`src/rtl/cpu_pkg.sv`:
```
// Shared encodings for the 8-bit RISC CPU control path: opcode values and the
// eight fetch/execute phases walked by the sequencer.
package cpu_pkg;

  localparam int OPC_W   = 3;
  localparam int PHASE_W = 3;

  localparam logic [OPC_W-1:0] OPC_HLT = 3'd0;
  localparam logic [OPC_W-1:0] OPC_SKZ = 3'd1;
  localparam logic [OPC_W-1:0] OPC_ADD = 3'd2;
  localparam logic [OPC_W-1:0] OPC_AND = 3'd3;
  localparam logic [OPC_W-1:0] OPC_XOR = 3'd4;
  localparam logic [OPC_W-1:0] OPC_LDA = 3'd5;
  localparam logic [OPC_W-1:0] OPC_STO = 3'd6;
  localparam logic [OPC_W-1:0] OPC_JMP = 3'd7;

  typedef enum logic [PHASE_W-1:0] {
    INST_ADDR  = 3'd0,
    INST_FETCH = 3'd1,
    INST_LOAD  = 3'd2,
    IDLE       = 3'd3,
    OP_ADDR    = 3'd4,
    OP_FETCH   = 3'd5,
    ALU_OP     = 3'd6,
    STORE      = 3'd7
  } phase_e;

  // Instructions that read an operand from memory and write the accumulator.
  function automatic logic is_aluop(input logic [OPC_W-1:0] op);
    return (op == OPC_ADD) || (op == OPC_AND) || (op == OPC_XOR) || (op == OPC_LDA);
  endfunction

endpackage

```
`src/rtl/ctrl_phase_counter.sv`:
```
// Wrapping phase counter for the instruction sequencer; advances by one when
// adv_i is high, otherwise holds. Asynchronous active-low reset to phase 0.
module ctrl_phase_counter
  import cpu_pkg::*;
(
  input  logic               clk_i,
  input  logic               rst_ni,
  input  logic               adv_i,
  output logic [PHASE_W-1:0] phase_o
);

  logic [PHASE_W-1:0] phase_q, phase_d;

  always_comb begin
    phase_d = phase_q;
    if (adv_i) phase_d = phase_q + 3'd1;
  end

  always_ff @(posedge clk_i or negedge rst_ni) begin
    if (!rst_ni) phase_q <= '0;
    else         phase_q <= phase_d;
  end

  assign phase_o = phase_q;

endmodule

```
`src/rtl/cpu_controller.sv`:
```
// Instruction sequencer: decodes phase, opcode and zero flag into per-phase
// datapath strobes; a sticky halted flag freezes the sequence at OP_ADDR.
module cpu_controller
  import cpu_pkg::*;
(
  input  logic               clk,
  input  logic               rst_n,
  input  logic               ena,
  input  logic [OPC_W-1:0]   opcode,
  input  logic               zero,
  output logic               sel,
  output logic               rd,
  output logic               ld_ir,
  output logic               inc_pc,
  output logic               halt,
  output logic               ld_pc,
  output logic               data_e,
  output logic               ld_ac,
  output logic               wr,
  output logic [PHASE_W-1:0] phase
);

  logic [PHASE_W-1:0] phase_w;
  phase_e             ph;
  logic               halted_q, halted_d;
  logic               hlt_exec;
  logic               adv;
  logic               aluop;

  assign ph       = phase_e'(phase_w);
  assign aluop    = is_aluop(opcode);
  assign hlt_exec = (ph == OP_ADDR) && (opcode == OPC_HLT);
  assign halted_d = halted_q | (ena & hlt_exec);
  // The halting edge must not advance, so the phase is left parked at OP_ADDR.
  assign adv      = ena & ~halted_q & ~hlt_exec;

  ctrl_phase_counter u_phase (
    .clk_i   (clk),
    .rst_ni  (rst_n),
    .adv_i   (adv),
    .phase_o (phase_w)
  );

  always_ff @(posedge clk or negedge rst_n) begin
    if (!rst_n) halted_q <= 1'b0;
    else        halted_q <= halted_d;
  end

  always_comb begin
    sel    = 1'b0;
    rd     = 1'b0;
    ld_ir  = 1'b0;
    inc_pc = 1'b0;
    halt   = 1'b0;
    ld_pc  = 1'b0;
    data_e = 1'b0;
    ld_ac  = 1'b0;
    wr     = 1'b0;
    if (halted_q) begin
      halt = 1'b1;
    end else begin
      unique case (ph)
        INST_ADDR:  sel = 1'b1;
        INST_FETCH: begin sel = 1'b1; rd = 1'b1; end
        INST_LOAD,
        IDLE:       begin sel = 1'b1; rd = 1'b1; ld_ir = 1'b1; end
        OP_ADDR:    begin inc_pc = 1'b1; halt = (opcode == OPC_HLT); end
        OP_FETCH:   rd = aluop;
        ALU_OP: begin
          rd     = aluop;
          inc_pc = (opcode == OPC_SKZ) && zero;
          ld_pc  = (opcode == OPC_JMP);
          data_e = (opcode == OPC_STO);
        end
        STORE: begin
          rd     = aluop;
          ld_ac  = aluop;
          inc_pc = (opcode == OPC_JMP);
          ld_pc  = (opcode == OPC_JMP);
          wr     = (opcode == OPC_STO);
          data_e = (opcode == OPC_STO);
        end
        default: ;
      endcase
    end
  end

  assign phase = phase_w;

endmodule
```
`config.mk`:
```
export PLATFORM = sky130hd
export DESIGN_NAME = cpu_controller
export DESIGN_NICKNAME = d
export VERILOG_FILES = /design/src/rtl/cpu_pkg.sv /design/src/rtl/ctrl_phase_counter.sv /design/src/rtl/cpu_controller.sv
export SDC_FILE = /design/constraint.sdc
export NUM_CORES = 1
export LEC_CHECK = 0
export ABC_AREA = 0
export CAP_MARGIN = 10
export CORE_AREA = 2 2 39 41
export DETAILED_ROUTE_END_ITERATION = 16
export DIE_AREA = 0 0 41 43
export MAX_ROUTING_LAYER = met4
export PLACE_DENSITY = 0.65
export SYNTH_ARGS = -nofsm -noshare
export SYNTH_HDL_FRONTEND = slang
export SYNTH_SLANG_ARGS = --single-unit
export TNS_END_PERCENT = 100
```
`constraint.sdc`:
```
create_clock -name clk -period 3.6 [get_ports clk]
set_input_delay 1.08 -clock clk [delete_from_list [all_inputs] [get_ports clk]]
set_output_delay 1.08 -clock clk [all_outputs]
set_load 0.02 [all_outputs]
```
# Word level (Yosys, flattened, before mapping)
# Cells that the tools add are included.
# Widths: inputs -> output; s select.
# totals
reg_bits	4
input_bits	7
out_inout_bits	12
# classes
n_addsub	1
n_eq_ne	14
muxes	18
bitwise_logic	6
n_reduce_logical	12
# op_table
operator	n
$eq 3x3->1 const B	8
$mux 1	16
$eq 3x2->1 const B	4
$eq 3x1->1 const B	2
$logic_not 3->1	2
$reduce_or 3->1	2
$reduce_or 2->1	2
$reduce_or 4->1	1
$add 3x1->3 const B	1
$and 1x1->1	3
$logic_or 1x1->1	3
$pmux 1 s3	1
$logic_and 1x1->1	2
$not 1->1	2
$pmux 1 s2	1
$or 1x1->1	1

# Longest topological paths before layout
# Gate-level depths: netlist (run 1).
# logic_depth
depth_word	6
depth_mapped	5
ltp_nobuf	5

# Cells and area by module
# A second synthesis (run 1) with hierarchy kept.
# hier_totals
cells_unflattened	35
hier_area_um2	322.8
# modules_own_cells
mod	n_inst	cells_each	area_per_inst_um2
cpu_controller	1	27	198.9
ctrl_phase_counter	1	8	123.9

# Least setup slack after synthesis (run 1)
# OpenSTA, ideal clock, no wires.
# synth_path
path_kind	input-to-output
start	input zero
end	output inc_pc
arrival_ns	1.868
slack_ns	0.652
path_stages	3
cell_sequence	nand4_1 > or3_1 > a31oi_1
# synth_between
elab_chain_len	3
# synth_rtl
element	line	text
start: declaration	cpu_controller.sv:10	input logic zero,
$logic_and 1x1->1	cpu_controller.sv:71	inc_pc = (opcode == OPC_SKZ) && zero;
$pmux 1 s3	cpu_controller.sv:62	unique case (ph)
$mux 1	cpu_controller.sv:59	if (halted_q) begin
end: declaration	cpu_controller.sv:14	output logic inc_pc,
# No other way between the ends.

# Worst setup path after layout (run 1)
# layout_path
start	input opcode[2]
end	output halt
# layout_between
elab_chain_len	3
# layout_rtl
element	line	text
start: declaration	cpu_controller.sv:9	input logic [OPC_W-1:0] opcode,
$logic_not 3->1	cpu_controller.sv:67	OP_ADDR: begin inc_pc = 1'b1; halt = (opcode == OPC_HLT); end
$mux 1	cpu_controller.sv:62	
$mux 1	cpu_controller.sv:59	
end: declaration	cpu_controller.sv:15	output logic halt,
# No other way between the ends.

==> out/qor.txt, run 1 <==
footprint of the multi-input gates - 300 µm²
max_cap viols - 0
synthesized area - 410 µm²
area grow syn2layout - 62.5%
post-synthesis sequential area ratio - 24.4%
pre-CTS setup slack - -0.321 ns
Mapped Cells - 45
Die Height - 43 µm
register share of total power - 21.7%
Setup crit start kind - primary input
Hold Path Origin - u_phase.phase_o[0]$_DFFE_PN0P_
I/O pin count - 19
Critical Path Start - opcode[2]
Comb power frac - 67.6%
commonest cells after routing, fill and taps aside - clkdlybuf4s50_1, ha_1, buf_4
Clk network pwr share - 10.7%
Final Hold Violating Endpoints - 0
CTS root buf - clkbuf_4
crit path max fanout - 4
grt met2 use - 19.1%
number of nets with antenna violations after routing - 0
share of layout cells above drive strength 1 - 23.9%
final setup TNS - 0 ns
flops & latches, synth - 4
initial antenna violation count - 0
first-pass GRT wire length - 1660 µm
status - complete, no violations
Cell Count, Final, Fillers Out - 87
Slew @ Worst Pin - 0.376 ns
yosys synthesis warning count - 0
# DRC - 0
met1 Use GR - 19.9%
r2r startpoint - u_phase.phase_o[0]$_DFFE_PN0P_
DP Cell Count - 84
pin count of the biggest net entering global routing - 11
Max-slew headroom - 74.7%
DIE WIDTH - 41 µm
Final Util - 48.2%
HP Class - register to register
# rows - 14
Clock Sinks - 4
Peak Freq - 283 MHz
Vias/cell - 4.74
met3 Usage GRT - 0%
CTS Buffer Depth - 2
Setup WS post-layout - 0.0672 ns
# fillers - 158
H-tree depth - 1
Final period util - 98.1%
Avg Cell Area, Syn - 9.12 µm²
PortBufs - 18
GP Congestion - 0.681
Power Density - 769 mW/mm²
detailed-route via count - 412
number of DRC markers in iteration 0 - 2
GR peak layer - met1
Setup-failing EPs final - 0
CTS tree - yes
Power Total - 513 µW
Final Slew Violations - 0
vias in the first global route - 419
switching part of the total - 47.4%
critical path data required time - 2.52 ns
CP arrival - 2.45 ns
Num CTS Buffers - 3
Pleak - 0.000316 µW
Initial Util - 29.7%
GRT Overall Usage - 13.8%
Worst-path clk slew - 0.03 ns
internal cell power - 270 µW
Peak VDD IR - 0.381 mV
Overflow after GRT - 0
Worst Setup End Kind - output pin
unrepaired setup endpoints after global routing - no
nets@finish - 87
average wire per standard cell - 11.0 µm
Storage cell area - 100 µm²
number of diodes - 0
switching power of the nets - 243 µW
worst skew pair latency - 0.23 ns
Die ar. - 0.00176 mm²
Detailed Routing Iterations Pass 1 - 4
syn_nets - 59
Crit Path Category - primary input to output pin
Synth cell types - 23
Final HPWL DP - 724 µm
Final min period - 3.53 ns
postcts setup bufs - 0
commonest non-fill, non-tap cell in the layout - clkdlybuf4s50_1
core area - 0.00138 mm²
Max Clock Skew - 0.00320 ns
routed wire length - 955 µm
state kept, by name, indices dropped and copies added (netlist names):
register / count
u_phase.phase_o: 3
halted_q: 1
cell type report:
cell class	count	area share [%]
multi-input combinational	37	45.0
clock buffer	3	3.38
timing repair buffer	24	31.9
inverter	3	1.69
tap	16	3.00
sequential	4	15.0
critical path, stage by stage:
cell	delay, ns
clkdlybuf4s50_1	0.47
buf_4	0.18
nor4_2	0.27
or2_2	0.16
clkdlybuf4s15_1	0.29
cell families after synthesis:
kind of cell | synth area share (%)
simple gates | 25.6
fa+ha+maj | 21.3
flops | 24.4
compound gates | 17.7
mux | 2.74
xor+xnor | 4.27
buf+inv | 3.96
routing by layer:
metal	share of wire, %	vias up	wire [µm]
met3	2.7	0	26
met4	0	0	0
met5	0	-	0
met2	47	9	453
li1	-	218	-
met1	50	185	475
cells in the mapped netlist (all sizes together):
cell / n / share of area (%)
a21o: 1 / 1.8
a21oi: 5 / 6.1
a31oi: 1 / 1.5
buf: 1 / 1.2
dfrtp: 4 / 24
ha: 7 / 21
inv: 3 / 2.7
mux2: 1 / 2.7
nand2: 3 / 3.4
nand3b: 1 / 1.8
nand4: 2 / 3.0
nor2: 1 / 0.91
nor2b: 1 / 2.1
nor3: 1 / 1.2
nor3b: 3 / 5.5
nor4: 1 / 1.5
o22a: 1 / 2.1
o32ai: 1 / 2.1
o41ai: 1 / 4.0
or2: 2 / 3.0
or3: 2 / 3.0
xnor2: 2 / 4.3
worst paths after layout:
path / to / slack [ns] / depth (start not counted)
hold reg to reg: u_phase.phase_o[0]$_DFFE_PN0P_ / 0.56 / 1
max in group asynchronous: u_phase.phase_o[0]$_DFFE_PN0P_ / 2.40 / 1
setup reg to reg: u_phase.phase_o[1]$_DFFE_PN0P_ / 1.96 / 5
hold / removal: u_phase.phase_o[0]$_DFFE_PN0P_ / 0.56 / 1
min in group asynchronous: u_phase.phase_o[1]$_DFFE_PN0P_ / 1.04 / 1
setup / recovery: halt / 0.07 / 5
power by group through the flow:
stage	clock [µW]	combinational, µW	sequential, µW
CTS	59.2	356	113
floorplan	0	217	114
global placement	0	363	112
detailed placement	0	364	114
finish	54.7	347	111
global route	61.1	388	119
per-stage QoR:
stage	hold WS, ns	area, µm²
after global routing	0.601	667
after detailed placement	0.552	651
after floorplan	0.582	410
after CTS	0.562	674
after global placement	0.561	651
final	0.559	667
timing repair:
item,CTS,global route
setup endpoints to repair,7,3
gates resized for setup,12,5
hold buffers,0,0
No activity file was read; power rests on OpenSTA's default activity.
==> run 2: changes to the inputs <==
--- a/config.mk
+++ b/config.mk
@@ -7,11 +7,12 @@
 export LEC_CHECK = 0
 export ABC_AREA = 0
 export CAP_MARGIN = 10
-export CORE_AREA = 2 2 39 41
+export CORE_AREA = 3 3 40 42
 export DETAILED_ROUTE_END_ITERATION = 16
-export DIE_AREA = 0 0 41 43
+export DIE_AREA = 0 0 43 45
 export MAX_ROUTING_LAYER = met4
 export PLACE_DENSITY = 0.65
+export SLEW_MARGIN = 20
 export SYNTH_ARGS = -nofsm -noshare
 export SYNTH_HDL_FRONTEND = slang
 export SYNTH_SLANG_ARGS = --single-unit
==> run 2 against run 1 <==
Net effect:
- die area increased by 9.8%
- routed wire length increased by 4.9%
- worst setup slack improved by 0.037 ns
- critical path depth unchanged
- sequential cell count unchanged
- non-clock buffer count decreased by 2
- first-iteration DRC count decreased by 50%
- final cell count decreased by 3.4%
- critical endpoint unchanged
- largest power group unchanged
==> out/qor.txt, run 2 (synthesis results as in run 1) <==
Clock Sinks - 4
Cell Count, Final, Fillers Out - 84
critical path data required time - 2.52 ns
max_cap viols - 0
Peak Freq - 286 MHz
DP Cell Count - 81
crit path max fanout - 4
Final period util - 97.1%
I/O pin count - 19
Slew @ Worst Pin - 0.361 ns
average wire per standard cell - 11.9 µm
Worst-path clk slew - 0.03 ns
Max-slew headroom - 75.6%
Peak VDD IR - 0.382 mV
hold depth - 1
Die Height - 45 µm
core area - 0.00128 mm²
detailed-route via count - 415
first-pass GRT wire length - 1640 µm
CP arrival - 2.42 ns
number of nets with antenna violations after routing - 0
critical path cell sequence - clkdlybuf4s50_1 -> buf_4 -> nor4_2 -> or2_2 -> clkdlybuf4s15_1
DIE WIDTH - 43 µm
Pleak - 0.000299 µW
GRT Overall Usage - 11.9%
nets@finish - 85
r2r setup slk - 1.97 ns
Num CTS Buffers - 3
number of DRC markers in iteration 0 - 1
initial antenna violation count - 0
CTS Buffer Depth - 2
Die ar. - 0.00194 mm²
GP Congestion - 0.702
r2r startpoint - u_phase.phase_o[0]$_DFFE_PN0P_
H-tree depth - 1
Overflow after GRT - 0
Final Hold Violating Endpoints - 0
Final min period - 3.50 ns
# fillers - 132
number of diodes - 0
Largest register FFs - 3
worst r2r dst - u_phase.phase_o[1]$_DFFE_PN0P_
R2R depth - 5
Setup crit start kind - primary input
area grow syn2layout - 57.6%
# rows - 13
worst skew pair latency - 0.23 ns
commonest cells after routing, fill and taps aside - clkdlybuf4s50_1, ha_1, a21oi_1, dlygate4sd2_1
pre-CTS setup slack - -0.330 ns
Final HPWL DP - 751 µm
share of layout cells above drive strength 1 - 21.7%
Initial Util - 31.9%
Largest stage delay, worst path - 0.47 ns
status - complete, no violations
final setup TNS - 0 ns
Critical-path top delay cell - clkdlybuf4s50_1
routed wire length - 1000 µm
Vias/cell - 4.94
CTS root buf - clkbuf_4
Max Clock Skew - 0.00301 ns
Detailed Routing Iterations Pass 1 - 3
Hold Path Origin - u_phase.phase_o[0]$_DFFE_PN0P_
# DRC - 0
CTS tree - yes
Crit Path Category - primary input to output pin
vias in the first global route - 395
Final Slew Violations - 0
Setup-failing EPs final - 0
Power Density - 792 mW/mm²
Final Util - 50.3%
unrepaired setup endpoints after global routing - no
Worst Setup End Kind - output pin
commonest non-fill, non-tap cell in the layout - clkdlybuf4s50_1
Setup WS post-layout - 0.105 ns
PortBufs - 18
pin count of the biggest net entering global routing - 11
WHS Endpoint - u_phase.phase_o[0]$_DFFE_PN0P_
HP Class - register to register
==> run 2: cell count changes in the layout (fill, tap and decap cells not counted), sizes merged <==
cell / change
dlymetal6s2s: -1
dlygate4sd2: +1
buf: -2
==> run 2: final cells by class <==
cell class / count / area (µm²) / share of cell area [%]
sequential: 4 / 100 / 15.5
multi-input combinational: 37 / 300 / 46.4
tap: 15 / 18.8 / 2.90
clock buffer: 3 / 22.5 / 3.48
inverter: 3 / 11.3 / 1.74
timing repair buffer: 22 / 194 / 30.0
==> run 2: how the worst max path moves through the flow <==
| stage | from | endpoint | slack [ns] | cells past startpoint |
|---|---|---|---|---|
| after CTS | opcode[2] | halt | 0.05 | 5 |
| final | opcode[2] | halt | 0.10 | 5 |
| after detailed placement | opcode[1] | rd | -0.33 | 5 |
| after global routing | opcode[2] | halt | 0.02 | 5 |
| after global placement | opcode[2] | halt | -0.31 | 5 |
| after floorplan | zero | inc_pc | 0.65 | 3 |
==> run 2: worst max-delay path: cells and delay by family <==
family                 cells  cell delay (ns)
buffers and inverters      3             0.94
and+or+nand+nor            2             0.40
==> run 2: routing by layer <==
metal | wire (µm) | up-vias | part of all wire [%] | track usage (%)
li1 | - | 212 | - | -
met1 | 468 | 190 | 47 | 14.1
met2 | 476 | 11 | 48 | 17.7
met3 | 31 | 2 | 3.1 | 2.39
met4 | 24 | 0 | 2.4 | 9.04
met5 | 0 | - | 0 | -
==> run 2: report_power, final <==
group | internal (µW) | switching (µW)
logic | 162 | 184
clock network | 37.2 | 17.6
registers | 68.4 | 43.2
==> run 2: stage by stage <==
step	power (µW)	hold WS [ns]	cell area (µm²)
final	512	0.550	647
after global routing	569	0.611	647
after CTS	525	0.563	657
after detailed placement	478	0.556	634
after global placement	477	0.559	634
after floorplan	330	0.582	410
==> run 2: repair_timing <==
item,4_1_cts,5_1_grt
buffers inserted,0,0
cloned,0,0
hold buffers,0,0
gates resized for setup,13,4
pin swaps,0,0
endpoints found under the setup margin,7,3
